===== config.mk =====
export PLATFORM = sky130hd
export DESIGN_NAME = arb_mux_bus_flat
export DESIGN_NICKNAME = d
export VERILOG_FILES = /design/src/rtl/arb_mux_bus_pkg.sv /design/src/rtl/arb_mux_bus_if.sv /design/src/rtl/arb_mux_bus_arbiter.sv /design/src/rtl/arb_mux_bus.sv /design/src/flat_wrapper.sv
export SDC_FILE = /design/constraint.sdc
export NUM_CORES = 1
export LEC_CHECK = 0
export ABC_AREA = 1
export BUFFER_PORTS_ARGS = -buffer_cell sky130_fd_sc_hd__buf_4
export CAP_MARGIN = 20
export CORE_UTILIZATION = 25
export DETAILED_ROUTE_END_ITERATION = 8
export PLACE_DENSITY = 0.61
export SLEW_MARGIN = 10
export SYNTH_ARGS = -nofsm -noshare
export SYNTH_HDL_FRONTEND = slang
export SYNTH_SLANG_ARGS = --single-unit
export TNS_END_PERCENT = 100

===== constraint.sdc =====
create_clock -name clk -period 1.4 [get_ports clk]
set_input_delay 0.21 -clock clk [delete_from_list [all_inputs] [get_ports clk]]
set_output_delay 0.21 -clock clk [all_outputs]
set_load 0.05 [all_outputs]

===== src/rtl/arb_mux_bus_pkg.sv =====
// arb_mux_bus shared definitions
// selection modes, output-register states, width helper
`timescale 1ns/1ps
package arb_mux_pkg;

  localparam int MODE_SEL = 0;
  localparam int MODE_RR  = 1;
  localparam int MODE_PRI = 2;

  typedef enum logic {
    EMPTY = 1'b0,
    FULL  = 1'b1
  } out_state_t;

  // bits needed to index value items
  function automatic int clog2(input int value);
    int r;
    r = 0;
    while ((1 << r) < value) r++;
    return r;
  endfunction

endpackage


===== src/rtl/arb_mux_bus_if.sv =====
// arb_mux_bus handshake bundle
// master drives requests, slave is the mux
`timescale 1ns/1ps
interface arb_mux_bus_if
  import arb_mux_pkg::*;
#(
  parameter int WIDTH  = 32,
  parameter int NUM_IN = 4
);

  localparam int SEL_W = clog2(NUM_IN);

  logic [NUM_IN*WIDTH-1:0] in_data;
  logic [NUM_IN-1:0]       in_valid;
  logic [NUM_IN-1:0]       in_ready;
  logic [SEL_W-1:0]        sel;
  logic [WIDTH-1:0]        out_data;
  logic [SEL_W-1:0]        out_src;
  logic                    out_valid;
  logic                    out_ready;

  modport master (
    output in_data,
    output in_valid,
    output sel,
    output out_ready,
    input  in_ready,
    input  out_data,
    input  out_src,
    input  out_valid
  );

  modport slave (
    input  in_data,
    input  in_valid,
    input  sel,
    input  out_ready,
    output in_ready,
    output out_data,
    output out_src,
    output out_valid
  );

endinterface


===== src/rtl/arb_mux_bus_arbiter.sv =====
// mux_rr_arbiter: combinational grant selection
// external select, round-robin or fixed priority
`timescale 1ns/1ps
module mux_rr_arbiter
  import arb_mux_pkg::*;
#(
  parameter int NUM_IN = 4,
  parameter int MODE   = MODE_SEL,
  localparam int SEL_W = clog2(NUM_IN)
) (
  input  logic [NUM_IN-1:0] req,
  input  logic [SEL_W-1:0]  rr_ptr,
  input  logic [SEL_W-1:0]  sel,
  output logic [SEL_W-1:0]  grant,
  output logic              grant_vld
);

  localparam int EXT = 1 << SEL_W;

  logic [EXT-1:0] req_ext;
  int             idx;

  // pad requests so any select value indexes safely
  always_comb begin
    req_ext = '0;
    req_ext[NUM_IN-1:0] = req;
  end

  // pick one requester; descending scan leaves the nearest winner
  always_comb begin
    grant     = '0;
    grant_vld = 1'b0;
    idx       = 0;
    if (MODE == MODE_RR) begin
      for (int k = NUM_IN - 1; k >= 0; k--) begin
        idx = int'(rr_ptr) + k;
        if (idx >= NUM_IN) idx = idx - NUM_IN;
        if (req_ext[idx]) begin
          grant     = SEL_W'(idx);
          grant_vld = 1'b1;
        end
      end
    end else if (MODE == MODE_PRI) begin
      for (int k = NUM_IN - 1; k >= 0; k--) begin
        if (req_ext[k]) begin
          grant     = SEL_W'(k);
          grant_vld = 1'b1;
        end
      end
    end else begin
      grant     = sel;
      grant_vld = (int'(sel) < NUM_IN) && req_ext[sel];
    end
  end

endmodule


===== src/rtl/arb_mux_bus.sv =====
// arb_mux_bus: N-input arbitrated mux
// one registered output stage, 1 word/cycle
`timescale 1ns/1ps
module arb_mux_bus
  import arb_mux_pkg::*;
#(
  parameter int WIDTH  = 32,
  parameter int NUM_IN = 4,
  parameter int MODE   = MODE_SEL
) (
  input  logic         clk,
  input  logic         rst_n,
  arb_mux_bus_if.slave bus
);

  localparam int SEL_W = clog2(NUM_IN);

  out_state_t       state;
  logic [WIDTH-1:0] data_q;
  logic [SEL_W-1:0] src_q;
  logic [SEL_W-1:0] rr_ptr;
  logic [SEL_W-1:0] ptr_nxt;
  logic [SEL_W-1:0] grant;
  logic             grant_vld;
  logic             can_accept;
  logic             xfer;
  logic [WIDTH-1:0] grant_data;

  mux_rr_arbiter #(
    .NUM_IN (NUM_IN),
    .MODE   (MODE)
  ) u_arb (
    .req       (bus.in_valid),
    .rr_ptr    (rr_ptr),
    .sel       (bus.sel),
    .grant     (grant),
    .grant_vld (grant_vld)
  );

  assign can_accept = (state == EMPTY) || bus.out_ready;
  assign xfer       = rst_n && grant_vld && can_accept;
  assign ptr_nxt    = (int'(grant) == NUM_IN - 1) ?
                      '0 : grant + 1'b1;

  // ready goes only to the granted channel
  always_comb begin
    bus.in_ready = '0;
    if (xfer) bus.in_ready[grant] = 1'b1;
  end

  // route the granted channel's word
  always_comb begin
    grant_data = '0;
    for (int i = 0; i < NUM_IN; i++) begin
      if (grant == SEL_W'(i))
        grant_data = bus.in_data[i*WIDTH +: WIDTH];
    end
  end

  // output register, fill/drain state and rr pointer
  always_ff @(posedge clk or negedge rst_n) begin
    if (!rst_n) begin
      state  <= EMPTY;
      data_q <= '0;
      src_q  <= '0;
      rr_ptr <= '0;
    end else begin
      if (xfer) begin
        data_q <= grant_data;
        src_q  <= grant;
        rr_ptr <= ptr_nxt;
      end
      unique case (state)
        EMPTY: if (xfer) state <= FULL;
        FULL:  if (!xfer && bus.out_ready) state <= EMPTY;
      endcase
    end
  end

  assign bus.out_data  = data_q;
  assign bus.out_src   = src_q;
  assign bus.out_valid = (state == FULL);

endmodule


===== src/flat_wrapper.sv =====
// flat-port wrapper written by rule: the top's interface ports become plain ports
module arb_mux_bus_flat import arb_mux_pkg::*;
#(
  parameter int WIDTH  = 32,
  parameter int NUM_IN = 4,
  parameter int MODE   = MODE_SEL
)
  (clk, rst_n, bus_in_data, bus_in_valid, bus_sel, bus_out_ready, bus_in_ready, bus_out_data, bus_out_src, bus_out_valid);
  arb_mux_bus_if #(.WIDTH(WIDTH), .NUM_IN(NUM_IN)) bus_i ();
  input  logic clk;
  input  logic rst_n;
  input wire logic [$bits(bus_i.in_data)-1:0] bus_in_data;
  input wire logic [$bits(bus_i.in_valid)-1:0] bus_in_valid;
  input wire logic [$bits(bus_i.sel)-1:0] bus_sel;
  input wire logic [$bits(bus_i.out_ready)-1:0] bus_out_ready;
  output wire logic [$bits(bus_i.in_ready)-1:0] bus_in_ready;
  output wire logic [$bits(bus_i.out_data)-1:0] bus_out_data;
  output wire logic [$bits(bus_i.out_src)-1:0] bus_out_src;
  output wire logic [$bits(bus_i.out_valid)-1:0] bus_out_valid;
  assign bus_i.in_data = bus_in_data;
  assign bus_i.in_valid = bus_in_valid;
  assign bus_i.sel = bus_sel;
  assign bus_i.out_ready = bus_out_ready;
  assign bus_in_ready = bus_i.in_ready;
  assign bus_out_data = bus_i.out_data;
  assign bus_out_src = bus_i.out_src;
  assign bus_out_valid = bus_i.out_valid;
  arb_mux_bus #(.WIDTH(WIDTH), .NUM_IN(NUM_IN), .MODE(MODE)) u_core (.clk(clk), .rst_n(rst_n), .bus(bus_i));
endmodule

==> reports/metrics.yaml <==
routing:
  final_antenna_net_count: 0
  wl_met2_um: 4880
  drc: 0
  routed-via-count: 3252
  wl_met1_um: 4160
  top_layer_used: "met4"
  wire_per_inst_um: 14.4
  wl_met3_um: 541
  dr.pass1.iters: 4
  drtIter0Drc: 137
  finalWirelength_um: 9700
  routed_via_density: 4.83
critical_path:
  crit_type: "reg2out"
  endpoint: "bus_in_ready[3]"
  rr_endpoint: "u_core.bus.out_data[11]"
  reg2reg_depth: 7
  crit_start: "u_core.bus.out_valid"
  cp-start-kind: "register"
  crit_fanout: 4
  endpoint_kind: "output port"
  worstPathArrival_ps: 1270
  reg2reg_from: "u_core.bus.out_valid"
  ff2ff_setup_slack_ps: 140
  crit_required_ps: 1190
cts:
  root_buffer: "clkbuf_8"
  cts.sinks: 35
  cts_tree: "done"
  numCtsBuffers: 5
  cts.htree.levels: 2
  clkLatencyLatePin_ps: 280
  path_clk_slew_ps: 70
  clock_path_buffers: 2
layout:
  insertedDiodeCount: 0
  fin_nets: 677
  multi_input_area_sq_um: 1420
  area_growth_pct: 69.3
  final_area_sq_um: 4220
  final_util_pct: 43.4
  seq_area_sq_um: 877
  fillers: 1005
  drive_gt1_share_pct: 41.7
run_status:
  violations: "negative setup slack"
  status: "complete, but fails checks"
place:
  portBuffers: 175
  gp_congestion: 0.726
  placed_cell_area_sq_um: 4050
  dp_hpwl_um: 7240
floorplan:
  rows: 36
  die-area_sq_um: 10400
  die_w_um: 102
  die_h_um: 102
  initial_core_util_pct: 25.6
  ios: 176
  core_region_area_sq_um: 9730
synthesis:
  yosys_warnings: 0
  postSynth.topFlopCell: "dfrtp_1"
  avgSynthCellArea_sq_um: 6.90
  synthTopCellsByArea: "dfrtp_1, nand3_1, nand2_1"
  synth_top_cell_area_share_pct: 35.1
  synth_seq_area_share_pct: 35.1
  synth_top_area_cell: "dfrtp_1"
  synthTopCellsByCount: "nand3_1, nand2_1, dfrtp_1"
  ys_seq_elements: 35
  synth_edf_count: 0
  synth.distinct_cells: 18
  syn-cell-area_sq_um: 2490
  yosysMostFrequentCell: "nand3_1"
  async_flop_share_pct: 100
  syn_inst: 361
  syn_nets: 498
global_routing:
  antenna_found_initial: 0
  grt_max_degree: 40
  grt_overflow: 0
  grt_pass1_vias: 3094
  grt_usage_pct: 18.1
  grt_pass1_wl_um: 14700
sta:
  fmax_mhz: 674
  setup_viol: 4
  rsz0062_at_grt: "true"
  fin_crit_ps: 1480
  drv_slew: 0
  slew-limit-headroom_pct: 72.0
  whs_ps: 263
  fin_setup_tns_ps: -285
  worst_pin_slew_ps: 419
  fin_skew_ps: 5.72
  fin_crit_sh_pct: 106
  hold_viol: 0
  setup_ws_ps: -83.5
worst_hold_path:
  hold_path.class: "in2reg"
pwr:
  peakVddDrop_v: 0.000383
  leakagePower_nw: 2.19
  p_per_area_nw_per_um2: 1060
job:
  maxCapViolations: 0
==> cells by family (layout without fill, tap and decap cells) <==
family                 Yosys count  after routing  share of synthesized area [%]
AOI/OAI and AO/OA                1              1                          0.201
DFF                             35             35                           35.1
and+or+nand+nor                286            286                           55.3
buffers and inverters           39            218                           9.34
==> worst max-delay path, cell delays in order (launching register included) <==
cell     delay, ps
dfrtp_2        430
nand2_4         90
nand4_1        100
buf_6          150
nor2_4          70
buf_6          160
==> per-stage QoR <==
stage | worst slack [ps] | power [mW] | instances
6_report | -83.5 | 4.48 | 673
4_1_cts | -124 | 4.53 | 672
2_1_floorplan | -52.2 | 2.79 | 361
3_5_place_dp | -56.9 | 3.72 | 661
5_1_grt | -117 | 4.72 | 673
3_3_place_gp | 23.0 | 3.70 | 661
==> cell usage in the layout, fill, tap and decap left out, drive strengths merged <==
cell / n
nand3: 132
nand4: 34
clkbuf: 6
bufbuf: 1
dfrtp: 35
clkinv: 1
nor2: 7
inv: 5
nand2: 113
dlygate4sd3: 1
buf: 204
o21ai: 1
==> state kept, by name (all words and copies together) (netlist names) <==
| name | cells |
|---|---|
| u_core.bus.out_src | 2 |
| u_core.bus.out_valid | 1 |
| u_core.bus.out_data | 32 |
==> layer usage <==
metal / up-vias / GRT usage, %
met4: 0 / 5.05
li1: 1615 / -
met1: 1503 / 21.4
met5: - / 0
met3: 11 / 2.67
met2: 123 / 34.0
==> timing repair <==
| item | CTS | global route |
|---|---|---|
| hold endpoints to repair | 33 | 0 |
| hold buffers | 1 | 0 |
| pin swaps | 3 | 4 |
| setup endpoints to repair | 4 | 4 |
| resized for setup | 5 | 1 |
| cloned | 1 | 0 |
| setup buffers | 2 | 1 |
==> layout make-up <==
| type | instances | share of cell area, % |
|---|---|---|
| Timing Repair Buffer | 206 | 39.0 |
| Multi-Input combinational cell | 287 | 33.7 |
| Sequential cell | 35 | 20.8 |
| Tap cell | 133 | 3.94 |
| Clock buffer | 6 | 1.96 |
| Inverter | 5 | 0.504 |
| Clock inverter | 1 | 0.119 |
==> worst min-delay path by stage <==
stage                    startpoint  cells past startpoint  slack [ps]                 endpoint
floorplan                     rst_n                      0         -90   u_core.bus.out_data[0]
global placement              rst_n                      1          40    u_core.bus.out_src[0]
detailed placement            rst_n                      1          40    u_core.bus.out_src[0]
CTS                  bus_in_data[1]                      5         250   u_core.bus.out_data[1]
global route        bus_in_data[16]                      5         270  u_core.bus.out_data[16]
finish              bus_in_data[21]                      5         260  u_core.bus.out_data[21]
==> report_power, final <==
group          switching [mW]  internal, mW  leakage (nW)
registers               0.142          1.25         0.437
clock network           0.355         0.386        0.0470
logic                    1.50         0.851          1.70
total                    1.99          2.49          2.19
Note: power is estimated with default switching activity, not from simulation.
